===== src/rtl/tdma_scheduler.sv =====
// Frame-based TDMA slot scheduler with optional lending of idle slots.
// Latency: grant is combinational from registered slot state and same-cycle pending.
// Backpressure: none; pending is sampled every cycle and a grant is offered whenever one is possible.
module tdma_scheduler #(
    parameter int NUMBER_OF_QUEUES = 4,
    parameter int REGISTER_SIZE    = 32,
    parameter int WORK_CONSERVING  = 0
) (
    input  logic                                        clock,
    input  logic                                        reset,
    input  logic [NUMBER_OF_QUEUES*REGISTER_SIZE-1:0]   delta,
    input  logic [NUMBER_OF_QUEUES-1:0]                 pending,
    output logic                                        valid,
    output logic [$clog2(NUMBER_OF_QUEUES)-1:0]         selection,
    output logic                                        frame_start,
    output logic [$clog2(NUMBER_OF_QUEUES)-1:0]         slot
);

    localparam int NQ = NUMBER_OF_QUEUES;
    localparam int RS = REGISTER_SIZE;
    localparam int IW = $clog2(NUMBER_OF_QUEUES);

    typedef enum logic {IDLE, RUN} mode_t;

    mode_t           mode, mode_n;
    logic [IW-1:0]   cur, cur_n;
    logic [RS-1:0]   cnt, cnt_n;
    logic [RS-1:0]   shd   [NQ];
    logic [RS-1:0]   shd_n [NQ];
    logic            fs, fs_n;

    logic            delta_any;
    logic [IW-1:0]   delta_low;
    logic            nxt_found;
    logic [IW-1:0]   nxt_idx;
    logic            slot_end;
    logic            start_frame;
    logic            lend_found;
    logic [IW-1:0]   cand;

    // Lowest nonzero incoming length, and next nonzero shadow length above cur.
    always_comb begin
        delta_any = 1'b0;
        delta_low = '0;
        nxt_found = 1'b0;
        nxt_idx   = '0;
        for (int i = NQ - 1; i >= 0; i--) begin
            if (delta[i*RS +: RS] != '0) begin
                delta_any = 1'b1;
                delta_low = IW'(i);
            end
            if ((i > int'(cur)) && (shd[i] != '0)) begin
                nxt_found = 1'b1;
                nxt_idx   = IW'(i);
            end
        end
    end

    always_comb begin
        mode_n      = mode;
        cur_n       = cur;
        cnt_n       = cnt;
        shd_n       = shd;
        fs_n        = 1'b0;
        start_frame = 1'b0;
        slot_end    = (cnt == shd[cur] - RS'(1));
        if (mode == IDLE) begin
            start_frame = 1'b1;
        end else if (slot_end) begin
            if (nxt_found) begin
                cur_n = nxt_idx;
                cnt_n = '0;
            end else begin
                start_frame = 1'b1;
            end
        end else begin
            cnt_n = cnt + RS'(1);
        end
        if (start_frame) begin
            for (int i = 0; i < NQ; i++) begin
                shd_n[i] = delta[i*RS +: RS];
            end
            cnt_n = '0;
            if (delta_any) begin
                mode_n = RUN;
                cur_n  = delta_low;
                fs_n   = 1'b1;
            end else begin
                mode_n = IDLE;
                cur_n  = '0;
            end
        end
    end

    always_ff @(posedge clock) begin
        if (!reset) begin
            mode <= IDLE;
            cur  <= '0;
            cnt  <= '0;
            fs   <= 1'b0;
            for (int i = 0; i < NQ; i++) begin
                shd[i] <= '0;
            end
        end else begin
            mode <= mode_n;
            cur  <= cur_n;
            cnt  <= cnt_n;
            fs   <= fs_n;
            shd  <= shd_n;
        end
    end

    // Lending only redirects the grant; slot ownership and timing stay with cur.
    always_comb begin
        selection  = cur;
        valid      = 1'b0;
        lend_found = 1'b0;
        cand       = '0;
        if (mode == RUN) begin
            if (WORK_CONSERVING != 0) begin
                valid = |pending;
                if (!pending[cur]) begin
                    for (int k = 1; k < NQ; k++) begin
                        cand = IW'((int'(cur) + k) % NQ);
                        if (!lend_found && pending[cand]) begin
                            selection  = cand;
                            lend_found = 1'b1;
                        end
                    end
                end
            end else begin
                valid = pending[cur];
            end
        end
    end

    assign frame_start = fs;
    assign slot        = (mode == RUN) ? cur : '0;

endmodule


===== config.mk =====
export PLATFORM = sky130hd
export DESIGN_NAME = tdma_scheduler
export DESIGN_NICKNAME = d
export VERILOG_FILES = /design/src/rtl/tdma_scheduler.sv
export SDC_FILE = /design/constraint.sdc
export NUM_CORES = 1
export LEC_CHECK = 0
export ABC_AREA = 0
export CORE_ASPECT_RATIO = 0.8
export CORE_UTILIZATION = 60
export CTS_BUF_LIST = sky130_fd_sc_hd__clkbuf_4
export DETAILED_ROUTE_END_ITERATION = 6
export PLACE_DENSITY_LB_ADDON = 0.25
export SETUP_SLACK_MARGIN = 0.2
export SYNTH_ARGS = -nofsm -noshare
export SYNTH_HDL_FRONTEND = slang
export SYNTH_SLANG_ARGS = --single-unit

===== constraint.sdc =====
create_clock -name clock -period 12.7 [get_ports clock]
set_input_delay 1.27 -clock clock [delete_from_list [all_inputs] [get_ports clock]]
set_output_delay 1.27 -clock clock [all_outputs]
set_load 0.02 [all_outputs]

==> impl_metrics.toml, run 1 <==
[placed_design]
gp_congestion = 0.927
dpl.hpwl_um = 18500
placed_area_mm2 = 0.0104
port_buffers = 139

[cells_and_area]
multi_input_area_mm2 = 0.00544
layout_commonest_cell = "nand2_1"
stdcell_area_mm2 = 0.0107
antennaDiodeCount = 0
register_area_mm2 = 0.00329
synthToLayoutAreaGrowth_pct = 17.6
fin_nets = 1259
final_cell_mix = "nand2_1 (279), dfxtp_1 (162), clkdlybuf4s50_1 (138), mux2i_1 (136), nor4_1 (65)"
fin_util_pct = 73.6
fill_cells = 1088
drive_above_1_share_pct = 7.75

[sta]
slew_violations = 0
worst_slew_pin_slew_ns = 1.04
period_minus_slack_ns = 5.71
timing.fmax_mhz = 175
hold_violations = 0
fin_crit_sh_pct = 45.0
rsz0062_at_grt = "no"
setup_viol = 0
relSlewSlack_pct = 31.0
fin_setup_tns_ns = 0
skew_ns = 0.0249

[synthesis]
synth-main-ff-cell = "dfxtp_1"
yosys_warnings = 0
syn_nets = 1155
synthCells = 1019
syn_area_mm2 = 0.00910
synth.distinct_cells = 51
avgSynthCellArea_um2 = 8.93
async_flop_share_pct = 0
synth-seq-cells = 164
ys_seq_area_share_pct = 36.1
synth_edf_count = 0

[floorplan]
initial_core_util_pct = 62.6
die_w_um = 140
dieArea_mm2 = 0.0157
coreArea_mm2 = 0.0145
rows = 39
die_h_um = 112
ios = 140

[clocking]
cts_root_buf = "clkbuf_4"
clkTransAtPathRegs_ns = 0.15
cts_tree = "built"
cts_sinks = 164
post_cts_resized = 0
cts-htree-levels = 4
cts_hold_buf = 0
clk_path_buf_depth = 2
postCtsSetupBuffers = 0
clk-insertion-delay-late_ns = 0.59
cts_buffers = 17

[critical_path]
cp-start-kind = "flip-flop"
worstPathArrival_ns = 6.21
worstSetupPathType = "reg2reg"
worst-path-max-fanout = 63
worst-endpoint-required_ns = 13.20
cp-end-kind = "flip-flop"

[routing]
drtPass1Iterations = 5
wl_per_cell_um = 18.2
postRouteWirelength_um = 24000
drc_errors = 0
vias = 7938
drtIter0Drc = 922
antenna_left = 0
vias_per_cell = 6.02

[global_route]
first_global_vias = 7341
gr-total-overflow = 0
grt_pass1_wl_um = 38100
grt_max_degree = 149
track_usage_pct = 31.4
antenna_found_initial = 1

[status]
status = "complete, no violations"

[power]
vdd_ir_drop_max_v = 0.0000592
p_leak_nw = 4.06
pwr_density_cell_mw_per_mm2 = 107

[job]
cap_violations = 0

[min_path]
worst_hold_path_type = "reg2reg"
==> layout make-up <==
type | count | share of cell area (%)
sequential | 164 | 30.7
clock inverter | 14 | 1.54
clock buffer | 17 | 1.19
multi-input combinational | 789 | 50.8
inverter | 7 | 0.245
tap | 184 | 2.15
timing repair buffer | 144 | 13.4
==> through the flow <==
step | worst slack [ns] | hold WS (ns) | power, mW | instances
3_5_place_dp | 6.96 | 0.452 | 0.823 | 1288
2_1_floorplan | 8.37 | 0.435 | 0.735 | 1019
4_1_cts | 6.97 | 0.472 | 1.14 | 1319
6_report | 6.99 | 0.473 | 1.14 | 1319
5_1_grt | 6.68 | 0.496 | 1.19 | 1319
3_3_place_gp | 7.02 | 0.441 | 0.817 | 1288
==> cell usage after synthesis (3+ instances only) <==
library cell	number	area, um2
nand2_1	279	1050
dfxtp_1	164	3280
mux2i_1	136	1360
nor4_1	65	407
nor2_1	56	210
xnor2_1	52	455
clkbuf_1	34	128
mux4_2	33	743
nand4_1	26	163
xor2_1	24	210
nand3_1	22	110
buf_6	12	135
nor3_1	11	55.1
buf_2	8	40.0
a21oi_1	7	35.0
inv_1	7	26.3
nand2b_1	7	43.8
o21ai_0	7	35.0
and2_1	6	37.5
and3_1	6	37.5
nor4_2	5	62.6
o211ai_1	4	30.0
or3_1	4	25.0
a211oi_1	3	22.5
buf_8	3	45.0
==> cells by family after synthesis <==
| family | synth area share, % |
|---|---|
| compound gates | 3.12 |
| xor+xnor | 7.31 |
| fa+ha+maj | 0.275 |
| buf+inv | 4.19 |
| flops | 36.1 |
| mux | 23.2 |
| simple gates | 25.8 |
==> power breakdown <==
group          total, mW  internal, mW  leakage (nW)  switching, mW
Clock              0.323         0.122         0.158          0.201
Sequential         0.573         0.542          1.35         0.0319
Combinational      0.244         0.124          2.56          0.120
==> flip-flops by register name, indices dropped and copies added, names as in the netlist <==
signal,count
selection,2
cnt,32
mode,1
frame_start,1
shd,128
==> worst max-delay path: stages, from the launching register on <==
cell	delay [ns]
dfxtp_2	0.54
buf_4	0.51
mux4_2	0.64
or4_4	0.57
or4_4	0.45
or3_4	0.41
nand3_1	0.08
a211oi_1	0.07
o211ai_1	0.26
o31a_2	0.84
buf_4	0.92
and3b_1	0.26
==> final timing paths <==
kind	slack, ns	depth (start not counted)	endpoint	start
setup / recovery	6.99	11	frame_start$_SDFF_PN0_	selection[1]$_SDFFE_PN0P_
hold / removal	0.47	2	shd[119]$_SDFFE_PN0P_	shd[119]$_SDFFE_PN0P_
setup reg to reg	6.99	11	frame_start$_SDFF_PN0_	selection[1]$_SDFFE_PN0P_
hold reg to reg	0.47	2	shd[119]$_SDFFE_PN0P_	shd[119]$_SDFFE_PN0P_
==> per-layer routing <==
metal	wire length (um)	GRT usage [%]
met4	303	7.62
met3	2420	8.32
met5	0	0
met1	11000	46.7
met2	10300	45.1
Note: power is estimated with default switching activity, not from simulation.
==> run 2: changes to the inputs <==
Settings changed: CORE_UTILIZATION 60 to 56.
Clock period 12.7 ns to 5.7 ns, I/O delays scaled along.
==> impl_metrics.toml, run 2 (synthesized netlist as in run 1, its figures left out) <==
[status]
status = "complete, no violations"

[global_route]
grt_pass1_wl_um = 38600
gr-total-overflow = 0
antenna_found_initial = 1
first_global_vias = 7382
grt_max_degree = 130
track_usage_pct = 30.7

[sta]
skew_ns = 0.0266
worst_slew_pin_slew_ns = 1.09
rsz0062_at_grt = "no"
slew_violations = 0
setup_viol = 0
fin_setup_tns_ns = 0
hold_violations = 0
relSlewSlack_pct = 27.5
period_minus_slack_ns = 4.76
timing.fmax_mhz = 210
fin_crit_sh_pct = 83.6

[clocking]
post_cts_resized = 0
clk-insertion-delay-late_ns = 0.59
cts_hold_buf = 0
clkTransAtPathRegs_ns = 0.16
cts_buffers = 17
clk_path_buf_depth = 2
postCtsSetupBuffers = 0
cts_tree = "built"
cts_root_buf = "clkbuf_4"
cts_sinks = 164
cts-htree-levels = 4

[floorplan]
dieArea_mm2 = 0.0168
initial_core_util_pct = 57.4
ios = 140
die_h_um = 116
coreArea_mm2 = 0.0159
die_w_um = 145
rows = 41

[routing]
vias = 8004
drtIter0Drc = 854
drtPass1Iterations = 5
wl_per_cell_um = 18.1
postRouteWirelength_um = 24500
antenna_left = 0
vias_per_cell = 5.90
drc_errors = 0

[job]
cap_violations = 0

[min_path]
min_to = "shd[115]$_SDFFE_PN0P_"
worst_hold_path_type = "reg2reg"
hold_start = "shd[115]$_SDFFE_PN0P_"
worstHoldPathCells = 2

[power]
p_leak_nw = 4.09
pwr_density_cell_mw_per_mm2 = 237
vdd_ir_drop_max_v = 0.000117

[critical_path]
r2r_end = "shd[89]$_SDFFE_PN0P_"
reg2reg_depth = 11
worst-path-max-fanout = 64
cp-start-kind = "flip-flop"
worst-endpoint-required_ns = 6.21
r2r_start = "selection[1]$_SDFFE_PN0P_"
r2r_slack_ns = 0.94
worstPathArrival_ns = 5.27
worstSetupPathType = "reg2reg"
cp-end-kind = "flip-flop"

[cells_and_area]
synthToLayoutAreaGrowth_pct = 18.7
stdcell_area_mm2 = 0.0108
largest_reg_flops = 128
fin_nets = 1264
layout_commonest_cell = "nand2_1"
drive_above_1_share_pct = 8.24
final_cell_mix = "nand2_1 (279), dfxtp_1 (162), clkdlybuf4s50_1 (138), mux2i_1 (136), nor4_1 (65)"
fin_util_pct = 68.2
largest-register = "shd"

[placed_design]
placed_area_mm2 = 0.0105
port_buffers = 139
gp_congestion = 0.956
dpl.hpwl_um = 18700
==> run 2: where the power goes <==
part | switching, mW | internal [mW] | total, mW
logic | 0.274 | 0.280 | 0.553
clock network | 0.481 | 0.246 | 0.727
registers | 0.0690 | 1.21 | 1.28
==> run 2: layer usage <==
layer  part of all wire (%)  track usage, %  vias up
li1                       -               -     3825
met1                     47            45.6     3798
met2                     42            43.7      343
met3                    9.5            7.77       38
met4                    1.9            9.12        0
met5                      0               0        -
==> run 2: layout make-up <==
class                   instances  area (um2)
fillers                      1272        5050
repair buffers                149        1480
multi-input cells             789        5440
well taps                     215         269
diodes                          1        2.50
clock buffers                  18         135
clock inverters                14         164
inverters                       7        26.3
flip-flops and latches        164        3290
==> run 2: how the worst max path moves through the flow <==
| stage | start | slack, ns | depth (start not counted) | endpoint |
|---|---|---|---|---|
| 2_1_floorplan | selection[0]$_SDFFE_PN0P_ | 1.37 | 16 | mode$_SDFFE_PN0P_ |
| 3_3_place_gp | selection[1]$_SDFFE_PN0P_ | 1.11 | 10 | shd[25]$_SDFFE_PN0P_ |
| 3_5_place_dp | selection[1]$_SDFFE_PN0P_ | 1.03 | 11 | shd[27]$_SDFFE_PN0P_ |
| 4_1_cts | selection[1]$_SDFFE_PN0P_ | 1.02 | 11 | shd[89]$_SDFFE_PN0P_ |
| 5_1_grt | selection[1]$_SDFFE_PN0P_ | 0.51 | 11 | shd[89]$_SDFFE_PN0P_ |
| 6_report | selection[1]$_SDFFE_PN0P_ | 0.94 | 11 | shd[89]$_SDFFE_PN0P_ |
==> run 2: worst max-delay path, cell delays in order (launching register included) <==
cell	delay, ns
dfxtp_2	0.62
buf_4	0.34
mux4_2	0.61
nor4_2	0.48
nand4_1	0.34
nor4_1	0.37
xnor2_1	0.17
a211oi_1	0.06
o211ai_1	0.28
o31a_2	0.22
buf_4	0.82
mux2i_1	0.33
==> run 2: metrics by stage <==
stage	hold WS [ns]	total power, mW	instances	setup WS [ns]
CTS	0.472	2.55	1356	1.02
global placement	0.442	1.83	1324	1.11
detailed placement	0.449	1.84	1324	1.03
global route	0.488	2.66	1357	0.510
floorplan	0.435	1.64	1019	1.37
finish	0.474	2.56	1357	0.936
